**config.mk**
```make
export PLATFORM = sky130hd
export DESIGN_NAME = framebuffer_writer
export DESIGN_NICKNAME = d
export VERILOG_FILES = /design/src/rtl/framebuffer_writer.sv
export SDC_FILE = /design/constraint.sdc
export NUM_CORES = 1
export LEC_CHECK = 0
export CAP_MARGIN = 20
export CORE_MARGIN = 3
export CORE_UTILIZATION = 55
export CTS_CLUSTER_DIAMETER = 100
export CTS_CLUSTER_SIZE = 30
export DETAILED_ROUTE_END_ITERATION = 8
export DONT_BUFFER_PORTS = 1
export PLACE_DENSITY_LB_ADDON = 0.25
export RECOVER_POWER = 50
export SYNTH_ARGS = -nofsm -noshare
export SYNTH_HDL_FRONTEND = slang
export SYNTH_SLANG_ARGS = --single-unit
```
**constraint.sdc**
```tcl
create_clock -name clk -period 7.3 [get_ports clk]
set_input_delay 1.46 -clock clk [delete_from_list [all_inputs] [get_ports clk]]
set_output_delay 1.46 -clock clk [all_outputs]
set_load 0.01 [all_outputs]
```
**src/rtl/framebuffer_writer.sv**
```systemverilog
// framebuffer_writer: streams 16-bit pixel beats through a FIFO into SDRAM
// as fixed-length write bursts, with a small CSR block for base/enable/status.
//
// Parameters: BURSTLENGTH (words per burst), FIFO_DEPTH (>= 2*BURSTLENGTH),
//             FRAME_WORDS (words per frame, multiple of BURSTLENGTH).
// Ports:
//   clk, rst                  single clock, asynchronous active-high reset
//   m0_*                      SDRAM write master (byte address, stall input)
//   s0_*                      CSR slave: 0 base A, 1 base B, 2 enable, 3 status
//   as0_*                     pixel stream sink (valid/ready, sop marks frame start)
// Build option: define FBW_DOUBLE_BUFFER_EN to add base B and ping-pong
// between base A and base B at every frame boundary.
module framebuffer_writer #(
    parameter int BURSTLENGTH = 32,
    parameter int FIFO_DEPTH  = 64,
    parameter int FRAME_WORDS = 76800
) (
    input  logic        clk,
    input  logic        rst,
    input  logic        m0_waitrequest,
    output logic [25:0] m0_address,
    output logic        m0_write_n,
    output logic        m0_read_n,
    output logic [15:0] m0_writedata,
    output logic        m0_chipselect,
    output logic [1:0]  m0_byteenable_n,
    input  logic [1:0]  s0_address,
    input  logic        s0_read,
    input  logic        s0_write,
    input  logic [31:0] s0_writedata,
    output logic [31:0] s0_readdata,
    input  logic        as0_valid,
    output logic        as0_ready,
    input  logic [15:0] as0_data,
    input  logic        as0_sop
);
    localparam int PW = (FIFO_DEPTH > 1) ? $clog2(FIFO_DEPTH) : 1;
    localparam int CW = $clog2(FIFO_DEPTH + 1);
    localparam int BW = $clog2(BURSTLENGTH + 1);
    localparam int IW = (FRAME_WORDS > 1) ? $clog2(FRAME_WORDS) : 1;
    localparam logic [25:0] BURST_BYTES = 26'(2 * BURSTLENGTH);
    localparam logic [25:0] FRAME_BYTES = 26'(2 * FRAME_WORDS);

    typedef enum logic [1:0] {IDLE, WRITE, WRITE_DONE} state_t;

    state_t          state_q, state_d;
    logic [25:0]     base_a_q, base_a_d;
`ifdef FBW_DOUBLE_BUFFER_EN
    logic [25:0]     base_b_q, base_b_d;
`endif
    logic            enable_q, enable_d;
    logic            sop_err_q, sop_err_d;
    logic [15:0]     frame_cnt_q, frame_cnt_d;
    logic            act_buf_q, act_buf_d;
    logic [25:0]     frame_base_q, frame_base_d;
    logic [25:0]     offset_q, offset_d;
    logic [BW-1:0]   burst_cnt_q, burst_cnt_d;
    logic [IW-1:0]   in_cnt_q, in_cnt_d;
    logic            synced_q, synced_d;
    logic [PW-1:0]   rd_ptr_q, rd_ptr_d;
    logic [PW-1:0]   wr_ptr_q, wr_ptr_d;
    logic [CW-1:0]   fifo_cnt_q, fifo_cnt_d;
    logic [15:0]     mem_q [FIFO_DEPTH];

    logic            fifo_full, accept, push, pop, flush, en_rise;
    logic [25:0]     off_nxt;
    logic            unused_wdata;

    function automatic logic [PW-1:0] ptr_inc(input logic [PW-1:0] p);
        return (p == PW'(FIFO_DEPTH - 1)) ? '0 : p + 1'b1;
    endfunction

    assign unused_wdata = ^s0_writedata[31:26];

    assign fifo_full = (fifo_cnt_q == CW'(FIFO_DEPTH));
    // Before sync every beat is taken so stale non-sop words drain away.
    assign as0_ready = enable_q && (!synced_q || !fifo_full);
    assign accept    = as0_valid && as0_ready;
    assign push      = accept && (synced_q || as0_sop);
    assign pop       = (state_q == WRITE) && !m0_waitrequest;
    // Disable only takes hold once any running burst has drained.
    assign flush     = !enable_q && (state_q == IDLE);
    assign en_rise   = s0_write && (s0_address == 2'd2)
                       && s0_writedata[0] && !enable_q;
    assign off_nxt   = offset_q + BURST_BYTES;

    assign m0_read_n       = 1'b1;
    assign m0_byteenable_n = 2'b00;
    assign m0_chipselect   = !m0_write_n;
    assign m0_writedata    = mem_q[rd_ptr_q];
    assign m0_address      = frame_base_q + offset_q
                             + (26'(burst_cnt_q) << 1);

    always_comb begin
        state_d      = state_q;
        base_a_d     = base_a_q;
`ifdef FBW_DOUBLE_BUFFER_EN
        base_b_d     = base_b_q;
`endif
        enable_d     = enable_q;
        sop_err_d    = sop_err_q;
        frame_cnt_d  = frame_cnt_q;
        act_buf_d    = act_buf_q;
        frame_base_d = frame_base_q;
        offset_d     = offset_q;
        burst_cnt_d  = burst_cnt_q;
        in_cnt_d     = in_cnt_q;
        synced_d     = synced_q;
        rd_ptr_d     = rd_ptr_q;
        wr_ptr_d     = wr_ptr_q;
        fifo_cnt_d   = fifo_cnt_q;
        m0_write_n   = 1'b1;

        if (s0_write) begin
            case (s0_address)
                2'd0: base_a_d = s0_writedata[25:0];
`ifdef FBW_DOUBLE_BUFFER_EN
                2'd1: base_b_d = s0_writedata[25:0];
`endif
                2'd2: enable_d = s0_writedata[0];
                2'd3: sop_err_d = 1'b0;
                default: ;
            endcase
        end
        if (en_rise) begin
            frame_base_d = base_a_q;
            act_buf_d    = 1'b0;
        end

        if (push) begin
            wr_ptr_d = ptr_inc(wr_ptr_q);
            in_cnt_d = (in_cnt_q == IW'(FRAME_WORDS - 1)) ? '0
                                                          : in_cnt_q + 1'b1;
            // A stray sop mid-frame is kept as data; only flagged.
            if (synced_q && as0_sop && in_cnt_q != '0)
                sop_err_d = 1'b1;
            if (!synced_q)
                synced_d = 1'b1;
        end
        if (pop)
            rd_ptr_d = ptr_inc(rd_ptr_q);
        case ({push, pop})
            2'b10:   fifo_cnt_d = fifo_cnt_q + 1'b1;
            2'b01:   fifo_cnt_d = fifo_cnt_q - 1'b1;
            default: fifo_cnt_d = fifo_cnt_q;
        endcase

        unique case (state_q)
            IDLE: begin
                if (enable_q && fifo_cnt_q >= CW'(BURSTLENGTH))
                    state_d = WRITE;
            end
            WRITE: begin
                m0_write_n = 1'b0;
                if (!m0_waitrequest) begin
                    burst_cnt_d = burst_cnt_q + 1'b1;
                    if (burst_cnt_q == BW'(BURSTLENGTH - 1))
                        state_d = WRITE_DONE;
                end
            end
            WRITE_DONE: begin
                state_d     = IDLE;
                burst_cnt_d = '0;
                if (off_nxt == FRAME_BYTES) begin
                    offset_d    = '0;
                    frame_cnt_d = frame_cnt_q + 1'b1;
`ifdef FBW_DOUBLE_BUFFER_EN
                    act_buf_d    = !act_buf_q;
                    frame_base_d = act_buf_q ? base_a_q : base_b_q;
`else
                    frame_base_d = base_a_q;
`endif
                end else begin
                    offset_d = off_nxt;
                end
            end
            default: state_d = IDLE;
        endcase

        if (flush) begin
            rd_ptr_d    = '0;
            wr_ptr_d    = '0;
            fifo_cnt_d  = '0;
            synced_d    = 1'b0;
            offset_d    = '0;
            in_cnt_d    = '0;
            burst_cnt_d = '0;
        end
    end

    always_comb begin
        s0_readdata = '0;
        if (s0_read && !rst) begin
            case (s0_address)
                2'd0: s0_readdata = {6'd0, base_a_q};
`ifdef FBW_DOUBLE_BUFFER_EN
                2'd1: s0_readdata = {6'd0, base_b_q};
`else
                2'd1: s0_readdata = '0;
`endif
                2'd2: s0_readdata = {31'd0, enable_q};
                default: s0_readdata = {frame_cnt_q, 12'd0, sop_err_q,
                                        act_buf_q, (state_q != IDLE),
                                        enable_q};
            endcase
        end
    end

    always_ff @(posedge clk or posedge rst) begin
        if (rst) begin
            state_q      <= IDLE;
            base_a_q     <= '0;
`ifdef FBW_DOUBLE_BUFFER_EN
            base_b_q     <= '0;
`endif
            enable_q     <= 1'b0;
            sop_err_q    <= 1'b0;
            frame_cnt_q  <= '0;
            act_buf_q    <= 1'b0;
            frame_base_q <= '0;
            offset_q     <= '0;
            burst_cnt_q  <= '0;
            in_cnt_q     <= '0;
            synced_q     <= 1'b0;
            rd_ptr_q     <= '0;
            wr_ptr_q     <= '0;
            fifo_cnt_q   <= '0;
        end else begin
            state_q      <= state_d;
            base_a_q     <= base_a_d;
`ifdef FBW_DOUBLE_BUFFER_EN
            base_b_q     <= base_b_d;
`endif
            enable_q     <= enable_d;
            sop_err_q    <= sop_err_d;
            frame_cnt_q  <= frame_cnt_d;
            act_buf_q    <= act_buf_d;
            frame_base_q <= frame_base_d;
            offset_q     <= offset_d;
            burst_cnt_q  <= burst_cnt_d;
            in_cnt_q     <= in_cnt_d;
            synced_q     <= synced_d;
            rd_ptr_q     <= rd_ptr_d;
            wr_ptr_q     <= wr_ptr_d;
            fifo_cnt_q   <= fifo_cnt_d;
        end
    end

    // Storage needs no reset: occupancy is tracked by the pointers.
    always_ff @(posedge clk) begin
        if (push)
            mem_q[wr_ptr_q] <= as0_data;
    end
endmodule

```
==> metrics.md, run 1 <==
| Metric | Value |
|---|---|
| Register Area | 34100 µm² |
| Final min period | 5.53 ns |
| Worst-skew pair later-pin latency | 0.63 ns |
| Area of the core | 84400 µm² |
| Worst setup SP type | primary input |
| Starting Density | 56.0% |
| Routed Antenna Nets | 0 |
| Most common cell in the netlist | edfxtp_1 |
| Total Routing Usage GR | 23.7% |
| CP Cell Sequence | inv_6 -> clkbuf_1 |
| Failing checks | capacitance limit, slew limit |
| Post-synth ARST share | 11.6% |
| Slew Limit Fails | 70 |
| HP Class | flop to flop |
| Synth warn | 0 |
| Net Sw Frac | 26.9% |
| Cells after Synth | 2369 |
| HP Start | frame_cnt_q[15]$_DFFE_PP0P_ |
| Worst Hold Depth | 1 |
| Crit path capture type | asynchronous set/reset pin |
| Yosys top cell by area | edfxtp_1 |
| Via Count | 22900 |
| Die height | 299 µm |
| Longest Clk Path Bufs | 3 |
| Die W | 299 µm |
| Clock Skews | 0.0353 ns |
| Status | finished, violations left |
| Combinational share of power | 21.9% |
| Synth top area share | 65.0% |
| Worst reg2reg setup slack | 2.91 ns |
| Fillers | 5968 |
| Fmax | 181 MHz |
| Leak Pwr | 16.0 nW |
| Routability cong. | 0.850 |
| Hold endpoint | frame_cnt_q[15]$_DFFE_PP0P_ |
| Worst r2r path cells | 7 |
| Nets | 2489 |
| Worst VDD drop | 0.230 mV |
| Setup violators final | 0 |
| WL/cell | 29.6 µm |
| CTS Hold Bufs | 0 |
| Req. time, crit path | 6.56 ns |
| RSZ-0062 raised after global routing | false |
| Slew @ Worst Pin | 3.98 ns |
| CTS root buffer | clkbuf_16 |
| Int Pwr | 10.1 mW |
| Worst path slowest cell | clkbuf_1 |
| Ranking of synthesized cells by area | edfxtp_1 (65%), mux4_2 (16%), dfrtp_1 (7.1%), ha_1 (1.5%), nor2_1 (1.1%) |
| FF-to-FF Start | offset_q[11]$_DFFE_PP0P_ |
| Pwr dens | 273 nW/µm² |
| R2r endpoint | frame_base_q[4]$_DFF_PP0_ |
| Max_cap viols | 1 |
| Drt total wl | 105000 µm |
| Post-CTS Resized | 0 |
| Total setup buffers inserted after CTS | 0 |
| Final period utilization | 75.7% |
| Area Growth Syn to Fin | 6.60% |
| Drt initial violations | 2500 |
| Top Ports | 137 |
| Register area share after synthesis | 72.2% |
| Overflow after GRT | 0 |
| Crit path max-delay family | buffers and inverters |
| CTS tree | built |
| Most used DFF post-synth | edfxtp_1 |
| Mapped Avg Cell Area | 20.0 µm² |
| Std-Cell Rows | 106 |
| DR vias/cell | 6.47 |
| Synth top cells by count | edfxtp_1 (1024), mux4_2 (336), nor2_1 (137) |
| Finished Layout Cells | 3540 |
| First-pass GRT wire length | 156000 µm |
| Layout cell share with drive strength beyond 1 | 24.0% |
| Die area | 89500 µm² |
| Synth Register Bits | 1159 |
| P_sw | 3.69 mW |
| Number of global-route vias before repair | 23100 |
| Critical Path AT | 4.79 ns |
| Sequential Power Share | 55.5% |
| Crit path max fanout | 69 |
| Pre-antenna DRT Iters | 5 |
| Hold Fails Final Rpt | 0 |
| Setup TNS | 0 ns |
| Largest net degree at the start of global routing | 96 |
| Placed instance count | 3455 |
| CP max stage delay | 2.84 ns |
| Yosys cell types | 73 |
| Clk pin slew, worst setup/hold paths | 0.11 ns |
| # port buffers | 0 |
| Multi-input logic area | 12600 µm² |
| CTS buffer count | 45 |
| Number of synthesized flops with an enable pin | 1024 |
| # DRC | 0 |
| CTS sink cnt | 1159 |
| CP bufs+invs | 2 |
| Clock share of power | 22.6% |
| Initial antenna violation count | 4 |
| Critical path class | primary input to asynchronous set/reset pin |
| Relative slew slack | -165% |
| Post-DP HPWL | 64300 µm |
| CTS H-Tree Depth | 2 |
| Post-Syn Area | 47300 µm² |
-- flip-flops by register name, indices dropped and copies added, names as in the netlist --
register / flops
frame_base_q: 26
enable_q: 1
sop_err_q: 1
burst_cnt_q: 6
fifo_cnt_q: 7
wr_ptr_q: 6
state_q: 2
base_a_q: 26
mem_q: 1024
synced_q: 1
frame_cnt_q: 16
rd_ptr_q: 6
in_cnt_q: 17
offset_q: 20
-- per-stage QoR --
| stage | worst slack (ns) | utilization, % | power (mW) | area (µm²) | hold slack (ns) |
|---|---|---|---|---|---|
| 2_1_floorplan | 0.651 | - | 9.94 | 47300 | 0.437 |
| 3_3_place_gp | 2.49 | 57.9 | 10.8 | 48800 | 0.456 |
| 3_5_place_dp | 2.47 | 58.2 | 10.8 | 49100 | 0.458 |
| 4_1_cts | 1.78 | 59.7 | 13.8 | 50300 | 0.476 |
| 5_1_grt | 0.829 | 59.7 | 14.3 | 50400 | 0.501 |
| 6_report | 1.77 | 59.7 | 13.8 | 50400 | 0.474 |
-- final cells by class --
class | instances | area share (%)
Sequential cell | 1159 | 67.8
Tap cell | 1134 | 2.82
Timing Repair Buffer | 84 | 1.69
Multi-Input combinational cell | 1067 | 25.0
Antenna cell | 2 | 0.00993
Clock buffer | 70 | 2.42
Clock inverter | 5 | 0.124
Inverter | 19 | 0.151
-- per-layer routing --
metal | routed length, µm | global-route usage, % | up-vias | part of all wire (%)
li1 | - | - | 9661 | -
met1 | 41200 | 33.7 | 12200 | 39
met2 | 52500 | 39.1 | 900 | 50
met3 | 8610 | 4.11 | 131 | 8.2
met4 | 2390 | 5.23 | 0 | 2.3
met5 | 0 | 0 | - | 0
-- power groups by stage --
stage / Clock (mW) / Sequential [mW] / Combinational, mW
CTS: 3.16 / 7.64 / 3.05
floorplan: 0 / 7.59 / 2.35
detailed placement: 0 / 7.79 / 3.04
global route: 3.40 / 7.67 / 3.22
global placement: 0 / 7.78 / 2.99
finish: 3.11 / 7.63 / 3.02
-- layout by cell type, fill, tap and decap left out, drive strengths merged, types with 3 or more instances in the layout --
cell	count
o211ai	5
a22oi	13
nand3	42
o21ai	63
a21oi	29
nor4	11
conb	3
nand3b	5
or4	5
xor2	32
nand2b	7
a211oi	5
nor2	137
ha	55
nor4b	3
nor3	18
a31oi	15
and3	40
buf	79
clkbuf	75
edfxtp	1024
or3	10
or2	3
and2	5
o31ai	5
nor2b	8
a21o	6
inv	23
dfrtp	135
a22o	3
nand4	24
mux4	336
nand2	66
xnor2	30
mux2	54
a311oi	3
-- cells by family (layout without fill, tap and decap cells) --
kind of cell	after synthesis	count (layout)	share of synthesized area, %
xor+xnor	62	62	1.15
simple gates	391	391	4.20
mux	392	392	17.5
other cells	2	5	0.0159
compound gates	163	163	2.18
flops	1159	1159	72.2
buf+inv	144	178	1.27
fa+ha+maj	56	56	1.50
-- worst max path at each step --
stage	start	to	slack (ns)	cells after the start
after CTS	rd_ptr_q[0]$_DFFE_PP0P_	m0_writedata[2]	1.78	4
after detailed placement	rd_ptr_q[1]$_DFFE_PP0P_	m0_writedata[11]	2.47	4
after global routing	rst	rd_ptr_q[0]$_DFFE_PP0P_	0.83	2
after floorplan	rst	s0_readdata[16]	0.65	4
after global placement	rd_ptr_q[1]$_DFFE_PP0P_	m0_writedata[11]	2.49	4
final	rst	rd_ptr_q[0]$_DFFE_PP0P_	1.77	2
(Power assumes the default switching activity.)
==> run 2: changes to the inputs <==
==> constraint.sdc (replaced) <==
create_clock -name clk -period 4.75 [get_ports clk]
set_input_delay 0.95 -clock clk [delete_from_list [all_inputs] [get_ports clk]]
set_output_delay 0.95 -clock clk [all_outputs]
set_load 0.01 [all_outputs]
==> run 2 against run 1 <==
- the flow still finishes with violations (capacitance limit, slew limit)
- routed wire length is 0.49% higher
- global-route usage rose by 0.095 points
- critical path depth is 7 higher
- clock skew increased by 0.014 ns
- first-iteration DRC count rose by 18%
- critical endpoint is now m0_address[23]
==> metrics.md, run 2 (synthesis gave the netlist of run 1 again) <==
| Metric | Value |
|---|---|
| # port buffers | 0 (unchanged) |
| Drt total wl | 105000 µm (+0.49%) |
| Area of the core | 84400 µm² (unchanged) |
| Total Routing Usage GR | 23.8% (+0.095 points) |
| Std-Cell Rows | 106 (unchanged) |
| Max_cap viols | 1 (unchanged) |
| Die height | 299 µm (unchanged) |
| Initial antenna violation count | 4 (unchanged) |
| Layout cell share with drive strength beyond 1 | 24.7% (+0.72 points) |
| Routed Antenna Nets | 0 (unchanged) |
| Largest net degree at the start of global routing | 70 (-27%) |
| Biggest register | mem_q |
| Drt initial violations | 2961 (+18%) |
| Die W | 299 µm (unchanged) |
| First-pass GRT wire length | 157000 µm (+0.69%) |
| Crit path max fanout | 5 (-93%) |
| Status | finished, violations left |
| Worst-skew pair later-pin latency | 0.65 ns (+0.02 ns) |
| Final min period | 4.60 ns |
| CTS H-Tree Depth | 2 (unchanged) |
| Nets | 2513 (+0.96%) |
| Slew Limit Fails | 70 (unchanged) |
| Starting Density | 56.0% (unchanged) |
| Hold Fails Final Rpt | 0 (unchanged) |
| Overflow after GRT | 0 (unchanged) |
| Critical Path AT | 3.65 ns (-1.14 ns) |
| Regs by FF count | mem_q (1024), base_a_q (26), frame_base_q (26) |
| Clock Skews | 0.0491 ns (+0.0138 ns) |
| # DRC | 0 (unchanged) |
| WHS | 0.391 ns (-0.0825 ns) |
| DR vias/cell | 6.49 (+0.27%) |
| Slew @ Worst Pin | 1.87 ns (-2.11 ns) |
| Multi-input logic area | 12600 µm² (about the same) |
| WL/cell | 29.5 µm (-0.24%) |
| CTS tree | built |
| CTS buffer count | 46 (+2.2%) |
| Worst VDD drop | 0.301 mV (+31%) |
| RSZ-0062 raised after global routing | true |
| Worst setup SP type | flop |
| Failing checks | capacitance limit, slew limit |
| Largest register FFs | 1024 (unchanged) |
| Via Count | 23100 (+1.0%) |
| HP Class | primary input to flop |
| Register Area | 34100 µm² (about the same) |
| Pwr dens | 424 nW/µm² (+55%) |
| Clk pin slew, worst setup/hold paths | 0.11 ns (about the same) |
| Fillers | 5937 (-0.52%) |
| CTS root buffer | clkbuf_16 |
| Relative slew slack | -24.5% (+140 points) |
| Longest Clk Path Bufs | 3 (unchanged) |
| Number of global-route vias before repair | 23100 (-0.20%) |
| Pre-antenna DRT Iters | 5 (unchanged) |
| Req. time, crit path | 3.80 ns (-2.76 ns) |
| Critical path class | flop to output pin |
| Fmax | 217 MHz |
| Top Ports | 137 (unchanged) |
| Area Growth Syn to Fin | 7.15% |
| Routability cong. | 0.865 (+1.8%) |
| Setup violators final | 0 (unchanged) |
| Post-DP HPWL | 63400 µm (-1.3%) |
| Commonest non-fill, non-tap cell in the layout | edfxtp_1 |
| CTS sink cnt | 1159 (unchanged) |
| Finished Layout Cells | 3566 (+0.73%) |
| Leak Pwr | 16.2 nW (+1.1%) |
| Final period utilization | 96.8% |
| Die area | 89500 µm² (unchanged) |
| Most frequent cells in the layout | edfxtp_1 (1024), mux4_2 (336), dfrtp_1 (130) |
| Placed instance count | 3482 (+0.78%) |
| Crit path capture type | output pin |
-- run 2: cell types whose count changed in the layout (fill, tap and decap cells not counted), moves of 2 or more --
cell | before | now
clkbuf_16 | 45 | 47
clkbuf_1 | 30 | 24
clkinv_8 | 1 | 4
buf_4 | 50 | 85
buf_8 | 21 | 0
nor2_1 | 100 | 111
buf_12 | 6 | 17
diode_2 | 2 | 5
buf_6 | 2 | 0
inv_6 | 4 | 1
nor2_2 | 37 | 26
-- run 2: worst max-delay path, cell delays in order (launching register included) --
cell and delay (ns):
dfrtp_1 0.45, ha_1 0.32, ha_1 0.32, a21oi_2 0.22, o22ai_1 0.19, a211o_1 0.37, a221oi_2 0.35, o21bai_2 0.14
or3_1 0.37, a41o_1 0.28
-- run 2: repair_timing --
item | 4_1_cts | 5_1_grt
resized for setup | 2 | 3
hold buffers | 0 | 0
setup buffers | 0 | 1
endpoints found under the setup margin | 2 | 3
pin swaps | 0 | 1
-- run 2: area by class of cell --
type	instances	share of cell area, %
Clock inverter	8	0.296
Clock buffer	67	2.47
Multi-Input combinational cell	1067	24.9
Sequential cell	1159	67.4
Timing Repair Buffer	107	1.97
Tap cell	1134	2.80
Inverter	19	0.143
Antenna cell	5	0.0247
-- run 2: power by group --
group	internal [mW]	switching (mW)	total, mW	leakage (nW)
combinational	2.44	2.43	4.87	4.52
clock	1.96	3.00	4.96	0.668
sequential	11.3	0.332	11.7	11.0
total	15.7	5.77	21.5	16.2
-- run 2: per-layer routing --
metal | part of all wire [%] | track usage, % | vias to the layer above | wire length (µm)
met4 | 2.2 | 4.95 | 2 | 2270
met5 | 0.012 | 0 | - | 13
met3 | 7.6 | 3.35 | 120 | 8020
li1 | - | - | 9712 | -
met2 | 51 | 39.5 | 884 | 53400
met1 | 39 | 34.3 | 12400 | 41500
-- run 2: worst paths after layout --
| path | slack (ns) | cells after the start | to | from |
|---|---|---|---|---|
| worst min register to register | 0.50 | 1 | frame_cnt_q[15]$_DFFE_PP0P_ | frame_cnt_q[15]$_DFFE_PP0P_ |
| worst max register to register | 0.53 | 8 | frame_base_q[6]$_DFF_PP0_ | offset_q[12]$_DFFE_PP0P_ |
| worst max-delay path | 0.15 | 9 | m0_address[23] | burst_cnt_q[2]$_DFFE_PP0P_ |
| worst min-delay path | 0.39 | 0 | mem_q[59][4]$_DFFE_PP_ | as0_data[4] |
| max in group asynchronous | 1.66 | 3 | rd_ptr_q[4]$_DFFE_PP0P_ | rst |
| min in group asynchronous | 0.49 | 2 | base_a_q[4]$_DFFE_PP0P_ | rst |
-- run 2: metrics by stage --
stage | setup TNS, ns | area (µm²) | worst slack, ns | utilization, % | total power [mW]
after floorplan | 0 | 47300 | 0.0911 | - | 15.3
after global placement | 0 | 49200 | 0.602 | 58.4 | 16.7
after detailed placement | 0 | 49200 | 0.584 | 58.4 | 16.8
after CTS | 0 | 50700 | 0.0257 | 60.1 | 21.6
after global routing | -0.0163 | 50600 | -0.0111 | 60.0 | 22.3
final | 0 | 50700 | 0.152 | 60.1 | 21.5
